### config.mk
export PLATFORM = sky130hd
export DESIGN_NAME = ps2_key_decoder
export DESIGN_NICKNAME = d
export VERILOG_FILES = /design/src/rtl/ps2_key_decoder.sv
export SDC_FILE = /design/constraint.sdc
export NUM_CORES = 1
export LEC_CHECK = 0
export CORE_UTILIZATION = 43
export CTS_CLUSTER_SIZE = 24
export DETAILED_ROUTE_END_ITERATION = 10
export PLACE_DENSITY = 0.7
export SKIP_CTS_REPAIR_TIMING = 1
export SYNTH_ARGS = -nofsm -noshare
export SYNTH_HDL_FRONTEND = slang
export SYNTH_SLANG_ARGS = --single-unit
export TNS_END_PERCENT = 5
### constraint.sdc
create_clock -name clk -period 2.6 [get_ports clk]
set_input_delay 0.39 -clock clk [delete_from_list [all_inputs] [get_ports clk]]
set_output_delay 0.39 -clock clk [all_outputs]
set_load 0.1 [all_outputs]
### src/rtl/ps2_key_decoder.sv
// PS/2 set-2 scan-code decoder: drains the receiver FIFO and tracks the last make code.
// Define PS2_KEY_EXT_EN to honour the E0 extended-key prefix; otherwise E0 is discarded.
module ps2_key_decoder (
    input  logic       clk,
    input  logic       rst,
    input  logic [7:0] data,
    input  logic       ready,
    input  logic       overflow,
    output logic       nextdata_n,
    output logic [7:0] key_code,
    output logic [7:0] key_ascii,
    output logic       key_valid,
    output logic       key_down,
    output logic       key_ext,
    output logic [7:0] press_cnt
);

`ifdef PS2_KEY_EXT_EN
    localparam logic ExtEn = 1'b1;
`else
    localparam logic ExtEn = 1'b0;
`endif

    typedef enum logic [1:0] {StIdle, StPop, StGap} state_e;

    state_e     r_state, w_state_d;
    logic [7:0] r_key_code, w_key_code_d;
    logic       r_key_valid, w_key_valid_d;
    logic       r_key_down, w_key_down_d;
    logic       r_key_ext, w_key_ext_d;
    logic [7:0] r_press_cnt, w_press_cnt_d;
    logic       r_brk_pend, w_brk_pend_d;
    logic       r_ext_pend, w_ext_pend_d;
    logic       w_brk_eff, w_ext_eff;

    always_comb begin
        w_state_d     = r_state;
        w_key_code_d  = r_key_code;
        w_key_valid_d = 1'b0;
        w_key_down_d  = r_key_down;
        w_key_ext_d   = r_key_ext;
        w_press_cnt_d = r_press_cnt;
        w_brk_pend_d  = r_brk_pend;
        w_ext_pend_d  = r_ext_pend;
        w_brk_eff     = r_brk_pend;
        w_ext_eff     = r_ext_pend;
        case (r_state)
            StIdle: begin
                // Overflow drops any half-received prefix before this byte is decoded.
                if (overflow) begin
                    w_brk_eff    = 1'b0;
                    w_ext_eff    = 1'b0;
                    w_brk_pend_d = 1'b0;
                    w_ext_pend_d = 1'b0;
                end
                if (ready) begin
                    w_state_d = StPop;
                    if (data == 8'hF0) begin
                        w_brk_pend_d = 1'b1;
                    end else if (data == 8'hE0) begin
                        if (ExtEn) w_ext_pend_d = 1'b1;
                    end else if (w_brk_eff) begin
                        if (data == r_key_code) w_key_down_d = 1'b0;
                        w_brk_pend_d = 1'b0;
                        w_ext_pend_d = 1'b0;
                    end else begin
                        // Same key still held is typematic repeat, not a new press.
                        if (!(data == r_key_code && r_key_down)) begin
                            w_key_code_d  = data;
                            w_key_down_d  = 1'b1;
                            w_key_ext_d   = w_ext_eff;
                            w_key_valid_d = 1'b1;
                            w_press_cnt_d = r_press_cnt + 8'd1;
                        end
                        w_ext_pend_d = 1'b0;
                    end
                end
            end
            StPop:   w_state_d = StGap;
            StGap:   w_state_d = StIdle;
            default: w_state_d = StIdle;
        endcase
    end

    always_ff @(posedge clk or posedge rst) begin
        if (rst) begin
            r_state     <= StIdle;
            r_key_code  <= 8'h00;
            r_key_valid <= 1'b0;
            r_key_down  <= 1'b0;
            r_key_ext   <= 1'b0;
            r_press_cnt <= 8'h00;
            r_brk_pend  <= 1'b0;
            r_ext_pend  <= 1'b0;
        end else begin
            r_state     <= w_state_d;
            r_key_code  <= w_key_code_d;
            r_key_valid <= w_key_valid_d;
            r_key_down  <= w_key_down_d;
            r_key_ext   <= w_key_ext_d;
            r_press_cnt <= w_press_cnt_d;
            r_brk_pend  <= w_brk_pend_d;
            r_ext_pend  <= w_ext_pend_d;
        end
    end

    // Decoded from the state register so an async reset in POP withdraws the pop at once.
    assign nextdata_n = (r_state != StPop);
    assign key_code   = r_key_code;
    assign key_valid  = r_key_valid;
    assign key_down   = r_key_down;
    assign key_ext    = ExtEn & r_key_ext;
    assign press_cnt  = r_press_cnt;

    always_comb begin
        key_ascii = 8'h00;
        case (r_key_code)
            8'h1C: key_ascii = 8'h61;
            8'h32: key_ascii = 8'h62;
            8'h21: key_ascii = 8'h63;
            8'h23: key_ascii = 8'h64;
            8'h24: key_ascii = 8'h65;
            8'h2B: key_ascii = 8'h66;
            8'h34: key_ascii = 8'h67;
            8'h33: key_ascii = 8'h68;
            8'h43: key_ascii = 8'h69;
            8'h3B: key_ascii = 8'h6A;
            8'h42: key_ascii = 8'h6B;
            8'h4B: key_ascii = 8'h6C;
            8'h3A: key_ascii = 8'h6D;
            8'h31: key_ascii = 8'h6E;
            8'h44: key_ascii = 8'h6F;
            8'h4D: key_ascii = 8'h70;
            8'h15: key_ascii = 8'h71;
            8'h2D: key_ascii = 8'h72;
            8'h1B: key_ascii = 8'h73;
            8'h2C: key_ascii = 8'h74;
            8'h3C: key_ascii = 8'h75;
            8'h2A: key_ascii = 8'h76;
            8'h1D: key_ascii = 8'h77;
            8'h22: key_ascii = 8'h78;
            8'h35: key_ascii = 8'h79;
            8'h1A: key_ascii = 8'h7A;
            8'h16: key_ascii = 8'h31;
            8'h1E: key_ascii = 8'h32;
            8'h26: key_ascii = 8'h33;
            8'h25: key_ascii = 8'h34;
            8'h2E: key_ascii = 8'h35;
            8'h36: key_ascii = 8'h36;
            8'h3D: key_ascii = 8'h37;
            8'h3E: key_ascii = 8'h38;
            8'h46: key_ascii = 8'h39;
            8'h45: key_ascii = 8'h30;
            8'h29: key_ascii = 8'h20;
            default: key_ascii = 8'h00;
        endcase
    end

endmodule

==> impl_metrics.ini, run 1 <==
[critical_path]
rr_startpoint = key_code[4]$_DFFE_PP0P_
r2r_setup_slack_ns = 0.41
required_ns = 2.21
crit_slowest_cell = dfrtp_4
crit_path_start = key_code[1]$_DFFE_PP0P_
cp-start-kind = register
cp.arrival_ns = 2.23
cp-end-kind = output port
crit_fanout = 8
reg2reg_depth = 4
cp_slowest_stage_delay_ns = 0.54
crit_type = register to output port
crit_path_cell_trace = inv_4, ha_4, nand2_2, nand3b_1, nor3b_4, o31ai_2, a221oi_4, buf_12
r2r-end = key_code[6]$_DFFE_PP0P_

[cts]
cts_tree = yes
htreeDepth = 1
cts.reportedPaths.clkPinSlew_ns = 0.08
cts_root_buffer = clkbuf_8
clockBufferDepth = 2
clock_sinks = 21
clkLatencyLatePin_ns = 0.27
cts_buffers = 3

[power_and_ir_drop]
ir_worst_vdd_v = 0.000670
power.density_mw_per_mm2 = 1310
p_leak_nw = 1.00

[logic_synthesis]
syn_inst = 201
synth_edf_count = 0
synth_warnings = 0
async_flop_share = 1.00
ys_seq_area_frac = 0.301
synth-main-ff-cell = dfrtp_1
synth-seq-cells = 21
ys_types = 55
syn_area_mm2 = 0.00175
syn_avg_cell_area_um2 = 8.70

[sta]
max_freq_mhz = 382
setup_viol = 3
period_share = 1.01
whs_ns = 0.479
worst_pin_slew_ns = 0.806
fin_ws_ns = -0.0204
fin_skew_ns = 0.0112
drv_slew = 0
final_hold_viol_count = 0
slew_headroom = 0.462
min_period_ns = 2.62
grt_setup_unrepaired = true

[route]
num_vias = 1676
drcViolationCount = 0
wl_per_cell_um = 16.4
wl_um = 4750
drt_pass1_iterations = 4
drt_iter0_drc = 138
ant_nets = 0
viasPerCell = 5.80

[floorplan]
dieArea_mm2 = 0.00432
initial_core_util = 0.464
die_h_um = 65.8
ioPinCount = 40
rows = 22
core_area_mm2 = 0.00377
die_x_um = 65.8

[outcome]
violations = setup timing
status = finished with violations

[worst_hold_path]
min_to = press_cnt[7]$_DFFE_PP0P_
worstHoldPathCells = 1
min_path_type = register to register
hp-start = press_cnt[7]$_DFFE_PP0P_

[grt]
antenna_found_initial = 0
overflow = 0
track_usage = 0.224
grt_pass1_vias = 1544
grt_pass1_wl_um = 7470
grt_max_degree = 29

[place]
gp_routability_congestion = 0.891
io_buffers = 37
pre_cts_slack_ns = 0.0876
post-dp-hpwl_um = 3250

[cells_and_area]
area_growth_pct = 43.7
fill_cells = 297
drive_gt1_frac = 0.361
diodes = 0
layout.nets = 262

[run]
maxCapViolCount = 0
synth_stat cells (all sizes together) (4+ instances only):
| master | count | area, um^2 |
|---|---|---|
| nor3 | 6 | 30.0 |
| nor2b | 7 | 43.8 |
| a211oi | 5 | 37.5 |
| ha | 8 | 100 |
| mux2 | 4 | 52.6 |
| nand4 | 6 | 37.5 |
| inv | 10 | 37.5 |
| nor2 | 8 | 30.0 |
| nand2 | 17 | 63.8 |
| buf | 9 | 58.8 |
| clkbuf | 8 | 30.0 |
| xnor2 | 6 | 52.6 |
| nand2b | 4 | 25.0 |
| dfrtp | 21 | 526 |
| a21oi | 11 | 55.1 |
| xor2 | 9 | 78.8 |
| o21ai | 16 | 80.1 |
routing by layer:
layer  wire [um]  vias up  track usage
li1            -      806            -
met1        2120      808        0.307
met2        2300       57        0.348
met3         283        5       0.0503
met4          38        0       0.0652
met5           0        -            0
cells by family after synthesis:
family,count (synthesis),synth area share
fa+ha+maj,8,0.0573
flops,21,0.301
simple gates,68,0.226
other cells,1,0.00215
buf+inv,27,0.0723
mux,5,0.0358
compound gates,56,0.231
xor+xnor,15,0.0752
registers in the layout, summed over array words and instances, names as in the netlist:
signal / flops
key_code: 8
press_cnt: 8
r_state: 2
key_down: 1
key_valid: 1
r_brk_pend: 1
cells in the final DEF (no fill, tap or decap), drive strengths merged, types with 4 or more instances in the layout:
cell and n:
mux2 4, xnor2 6, clkdlybuf4s50 11, inv 10, clkbuf 4, a211oi 5
buf 40, nor2 8, nor3 6, nand2 17, nor2b 7, o21ai 16
a21oi 11, xor2 9, ha 8, nand4 6, dfrtp 21, nand2b 4
stage by stage:
stage           util  std cells  total power, mW  area, um^2  TNS, ns
2_1_floorplan      -        202             2.35        1890    -1.05
3_3_place_gp   0.602        273             2.86        2270        0
3_5_place_dp   0.602        273             2.86        2270        0
4_1_cts        0.614        277             3.08        2320   -0.590
5_1_grt        0.666        289             3.45        2510   -0.389
6_report       0.666        289             3.29        2510  -0.0355
worst max-delay path by stage:
| stage | endpoint | slack [ns] |
|---|---|---|
| after floorplan | key_ascii[4] | -0.20 |
| after global placement | key_ascii[6] | 0.07 |
| after CTS | key_ascii[6] | -0.22 |
| final | key_ascii[6] | -0.02 |
| after global routing | key_ascii[6] | -0.10 |
| after detailed placement | key_ascii[6] | 0.09 |
worst max-delay path: cells and delay by family, from the launching register on:
family                     cells  cell delay, ns
AOI/OAI and AO/OA              2            0.46
DFF                            1            0.54
adders and majority gates      1            0.18
and+or+nand+nor                3            0.46
buffers and inverters          2            0.33
final cells by class:
type                       instances  area, um^2  area share
multi-input combinational        154        1290       0.513
sequential                        21         544       0.217
timing repair buffer              52         528       0.210
tap                               48        60.1      0.0239
inverter                          10        45.0      0.0179
clock buffer                       3        41.3      0.0164
clock inverter                     1        5.00     0.00199
power by group:
group          total [mW]  switching (mW)  internal, mW  leakage (nW)
registers           0.673           0.239         0.433         0.251
logic                2.40            1.61         0.794         0.724
clock network       0.215           0.109         0.107        0.0255
(Power assumes the default switching activity.)
==> run 2, diff against run 1 <==
--- a/config.mk
+++ b/config.mk
@@ -9,6 +9,7 @@
 export CTS_CLUSTER_SIZE = 24
 export DETAILED_ROUTE_END_ITERATION = 10
 export PLACE_DENSITY = 0.7
+export SETUP_SLACK_MARGIN = 0.05
 export SKIP_CTS_REPAIR_TIMING = 1
 export SYNTH_ARGS = -nofsm -noshare
 export SYNTH_HDL_FRONTEND = slang
==> results of run 2 <==
Same layout as run 1: the final DEF is identical, and so are final timing and power.
==> run 3, diff against run 2 <==
--- a/config.mk
+++ b/config.mk
@@ -8,9 +8,10 @@
 export CORE_UTILIZATION = 43
 export CTS_CLUSTER_SIZE = 24
 export DETAILED_ROUTE_END_ITERATION = 10
-export PLACE_DENSITY = 0.7
+export PLACE_DENSITY = 0.74
 export SETUP_SLACK_MARGIN = 0.05
 export SKIP_CTS_REPAIR_TIMING = 1
+export SLEW_MARGIN = 20
 export SYNTH_ARGS = -nofsm -noshare
 export SYNTH_HDL_FRONTEND = slang
 export SYNTH_SLANG_ARGS = --single-unit
==> impl_metrics.ini, run 3 (synthesized netlist as in run 1, its figures left out) <==
[grt]
track_usage = 0.233
grt_pass1_wl_um = 7720
overflow = 0
grt_max_degree = 29
grt_pass1_vias = 1551
antenna_found_initial = 0

[cells_and_area]
diodes = 0
seq_area_um2 = 544
layout.cells.non_filler = 289
area_growth_pct = 45.7
fin_area_mm2 = 0.00255
finalCoreUtilization = 0.676
multi_input_area_mm2 = 0.00134
mostFrequentLayoutCells = buf_4, nand2_1, dfrtp_1, o21ai_1, clkdlybuf4s50_1
layout_commonest_cell = buf_4
layout.nets = 262
drive_gt1_frac = 0.390
fill_cells = 301

[place]
gp_routability_congestion = 0.956
placedInstanceArea_mm2 = 0.00228
numPlacedInstances = 274
post-dp-hpwl_um = 3280
io_buffers = 37

[floorplan]
die_x_um = 65.8
ioPinCount = 40
core_area_mm2 = 0.00377
rows = 22
die_h_um = 65.8
initial_core_util = 0.464
dieArea_mm2 = 0.00432

[power_and_ir_drop]
power.density_mw_per_mm2 = 1310
p_leak_nw = 1.00
ir_worst_vdd_v = 0.000613

[sta]
min_period_ns = 2.62
drv_slew = 0
period_share = 1.01
grt_setup_unrepaired = true
fin_ws_ns = -0.0205
fin_skew_ns = 0.00201
worst_pin_slew_ns = 0.797
final_hold_viol_count = 0
setup_viol = 1
whs_ns = 0.489
slew_headroom = 0.468
max_freq_mhz = 382

[route]
wl_per_cell_um = 16.4
num_vias = 1698
ant_nets = 0
drt_iter0_drc = 243
drcViolationCount = 0
viasPerCell = 5.88
wl_um = 4750
drt_pass1_iterations = 4

[cts]
cts_root_buffer = clkbuf_8
cts.reportedPaths.clkPinSlew_ns = 0.08
clockBufferDepth = 2
cts_tree = yes
clkLatencyLatePin_ns = 0.26
clock_sinks = 21
htreeDepth = 1
cts_buffers = 3

[critical_path]
required_ns = 2.21
crit_type = register to output port
cp-start-kind = register
cp-end-kind = output port
crit_fanout = 7
cp.arrival_ns = 2.23

[outcome]
status = finished with violations
violations = setup timing

[worst_hold_path]
min_path_type = register to register

[run]
maxCapViolCount = 0
run 3: cell types whose count changed in the layout (fill, tap and decap cells not counted), sizes merged:
cell	delta
buf	+1
clkbuf	-1
run 3: area by class of cell:
| class | instances | share of cell area |
|---|---|---|
| Inverter | 10 | 0.0177 |
| Tap cell | 48 | 0.0236 |
| Multi-Input combinational cell | 154 | 0.524 |
| Clock buffer | 3 | 0.0162 |
| Sequential cell | 21 | 0.214 |
| Clock inverter | 1 | 0.00196 |
| Timing Repair Buffer | 52 | 0.203 |
run 3: per-layer routing:
metal / global-route usage / routed length (um)
met5: 0 / 0
met4: 0.0598 / 55
met3: 0.0434 / 304
met2: 0.362 / 2250
met1: 0.329 / 2130
run 3: per-stage QoR:
stage,power [mW],setup WS [ns],setup TNS [ns]
2_1_floorplan,2.35,-0.195,-1.05
3_3_place_gp,2.85,0.175,0
3_5_place_dp,2.87,0.163,0
4_1_cts,3.09,-0.137,-0.362
5_1_grt,3.48,-0.134,-0.416
6_report,3.33,-0.0205,-0.0205
run 3: path summary, 6_finish.rpt:
path / start / end / slack [ns] / cells after the start
max in group asynchronous: rst / key_code[0]$_DFFE_PP0P_ / 1.43 / 2
hold / removal: press_cnt[7]$_DFFE_PP0P_ / press_cnt[7]$_DFFE_PP0P_ / 0.49 / 1
min in group asynchronous: rst / press_cnt[2]$_DFFE_PP0P_ / 0.59 / 2
setup reg to reg: key_code[2]$_DFFE_PP0P_ / press_cnt[1]$_DFFE_PP0P_ / 0.37 / 5
setup / recovery: key_code[1]$_DFFE_PP0P_ / key_ascii[6] / -0.02 / 7
hold reg to reg: press_cnt[7]$_DFFE_PP0P_ / press_cnt[7]$_DFFE_PP0P_ / 0.49 / 1
run 3: report_power, final:
group | total, mW | internal [mW] | leakage, nW | switching, mW
sequential | 0.698 | 0.433 | 0.251 | 0.265
combinational | 2.41 | 0.802 | 0.727 | 1.61
clock | 0.217 | 0.107 | 0.0255 | 0.110
total | 3.33 | 1.34 | 1.00 | 1.98
run 3: worst max-delay path: stages (launching register included):
cell	delay, ns
dfrtp_4	0.50
ha_1	0.18
nor2b_4	0.20
nand3b_1	0.16
nor3b_4	0.27
o31ai_4	0.12
a221oi_4	0.32
buf_12	0.21
==> edit (config.mk and constraints of run 2) <==
Build with the macro `PS2_KEY_EXT_EN` defined.
--- a/src/rtl/ps2_key_decoder.sv
+++ b/src/rtl/ps2_key_decoder.sv
@@ -1,5 +1,7 @@
 // PS/2 set-2 scan-code decoder: drains the receiver FIFO and tracks the last make code.
 // Define PS2_KEY_EXT_EN to honour the E0 extended-key prefix; otherwise E0 is discarded.
+`define PS2_KEY_EXT_EN
+
 module ps2_key_decoder (
     input  logic       clk,
     input  logic       rst,
Behaviour: not the same (a bounded check fails within 10 cycles, from zero or initial values and one cycle with rst high).
==> edit against run 2 <==
- clock skew decreased by 0.0066 ns
- total power decreased by 6.7%
- sequential cell count increased by 2
- cell area increased by 6.2%
- area after synthesis increased by 0.79%
- wire length increased by 11%
- worst setup slack improved by 0.045 ns
- utilization increased by 3.6 points
- count of clock-buffer cells in the layout unchanged
- largest cell class unchanged
==> edit: results <==
export IMPL_grt_ovfl_total=0
export IMPL_synthTopCellsByArea="dfrtp_1 (33%), ha_1 (5.7%), nand2_1 (4.7%)"
export IMPL_wl_per_cell_um=17.0
export IMPL_skew_ns=0.00460
export IMPL_placed_area_mm2=0.00238
export IMPL_worstPathArrival_ns=2.19
export IMPL_synth_compound_area_share_pct=21.4
export IMPL_antenna_found_initial=0
export IMPL_n_fill_cell=291
export IMPL_synthTopCellsByCount="dfrtp_1 (23), nand2_1 (22), nor2_1 (15), a21oi_1 (11), o21ai_0 (11)"
export IMPL_clk_transition_reported_paths_ns=0.07
export IMPL_routabilityCongestion=0.911
export IMPL_place_inst=283
export IMPL_startpoint="key_code[4]"
export IMPL_num_vias=1811
export IMPL_worst_pin_slew_ns=0.869
export IMPL_switching_share_pct=57.5
export IMPL_viasPerCell=5.88
export IMPL_num_antenna_cells=0
export IMPL_status="finished clean"
export IMPL_synth_fa_ha_area_share_pct=5.68
export IMPL_grt_first_pass_wirelength_mm=7.49
export IMPL_dpl_hpwl_mm=3.49
export IMPL_ys_seq_area_share_pct=32.7
export IMPL_track_usage_pct=22.4
export IMPL_root_buffer="clkbuf_8"
export IMPL_dp_slack_ns=-0.100
export IMPL_synthXorXnorAreaFrac_pct=7.46
export IMPL_grt_pass1_vias=1601
export IMPL_cts_buffer_depth=2
export IMPL_synth_area_mux_share_pct=7.17
export IMPL_grt_max_degree=26
export IMPL_syn_avg_cell_area_um2=8.64
export IMPL_drt_iter0_drc=211
export IMPL_port_buffers=38
export IMPL_ys_types=47
export IMPL_vdd_drop_max_uv=893
export IMPL_layout_drive_gt1_share_pct=41.5
export IMPL_p_leak_uw=0.00110
export IMPL_timing_rr_start="key_code[1]"
[edit: per-stage QoR]
step                      hold WS [ns]  util (%)  TNS, ns  power [uW]
after floorplan                  0.392         -   -0.534        2170
after global placement           0.476      62.7  -0.0731        2610
after detailed placement         0.488      62.7   -0.820        2630
after CTS                        0.497      63.9   -0.236        2850
after global routing             0.530      70.3  -0.0135        3190
final                            0.494      70.3        0        3070
[edit: logic make-up after synthesis]
logic type | count (synthesis)
AND/OR/NAND/NOR | 68
XOR/XNOR | 15
AO/OA/AOI/OAI | 57
flip-flops | 23
buffers and inverters | 23
other | 1
adder cells (fa/ha/maj) | 8
multiplexers | 9
[edit: final timing paths]
check	to	slack [ns]	cells past startpoint
max in group asynchronous	key_code[4]	1.36	2
min reg2reg	press_cnt[7]	0.49	1
max reg2reg	key_code[4]	0.23	5
min in group asynchronous	key_code[3]	0.61	2
min	press_cnt[7]	0.49	1
max	key_ascii[5]	0.02	6
[edit: final cells by class]
cell class / instances / area (um2) / area share (%)
Inverter: 8 / 40.0 / 1.50
Tap cell: 48 / 60.1 / 2.25
Timing Repair Buffer: 67 / 623 / 23.3
Clock inverter: 1 / 5.00 / 0.188
Multi-Input combinational cell: 158 / 1300 / 48.8
Clock buffer: 3 / 41.3 / 1.55
Sequential cell: 23 / 597 / 22.4
[edit: worst max-delay path: stages, from the launching register on]
cell and delay, ns:
dfrtp_4 0.53, or3b_2 0.54, nor2_1 0.17, nand2_1 0.14, a31o_2 0.25, o311ai_4 0.07
buf_12 0.21
[edit: layer usage]
metal | up-vias | wire [um] | GRT usage (%)
li1 | 844 | - | -
met1 | 891 | 2130 | 27.0
met2 | 62 | 2800 | 40.4
met3 | 14 | 207 | 1.90
met4 | 0 | 122 | 9.31
met5 | - | 0 | 0
[edit: power groups by stage]
| stage | logic [uW] | registers [uW] | clock network (uW) |
|---|---|---|---|
| detailed placement | 1960 | 667 | 0 |
| floorplan | 1020 | 1150 | 0 |
| finish | 2260 | 592 | 218 |
| global placement | 1950 | 660 | 0 |
| global route | 2350 | 607 | 233 |
| CTS | 1960 | 662 | 225 |
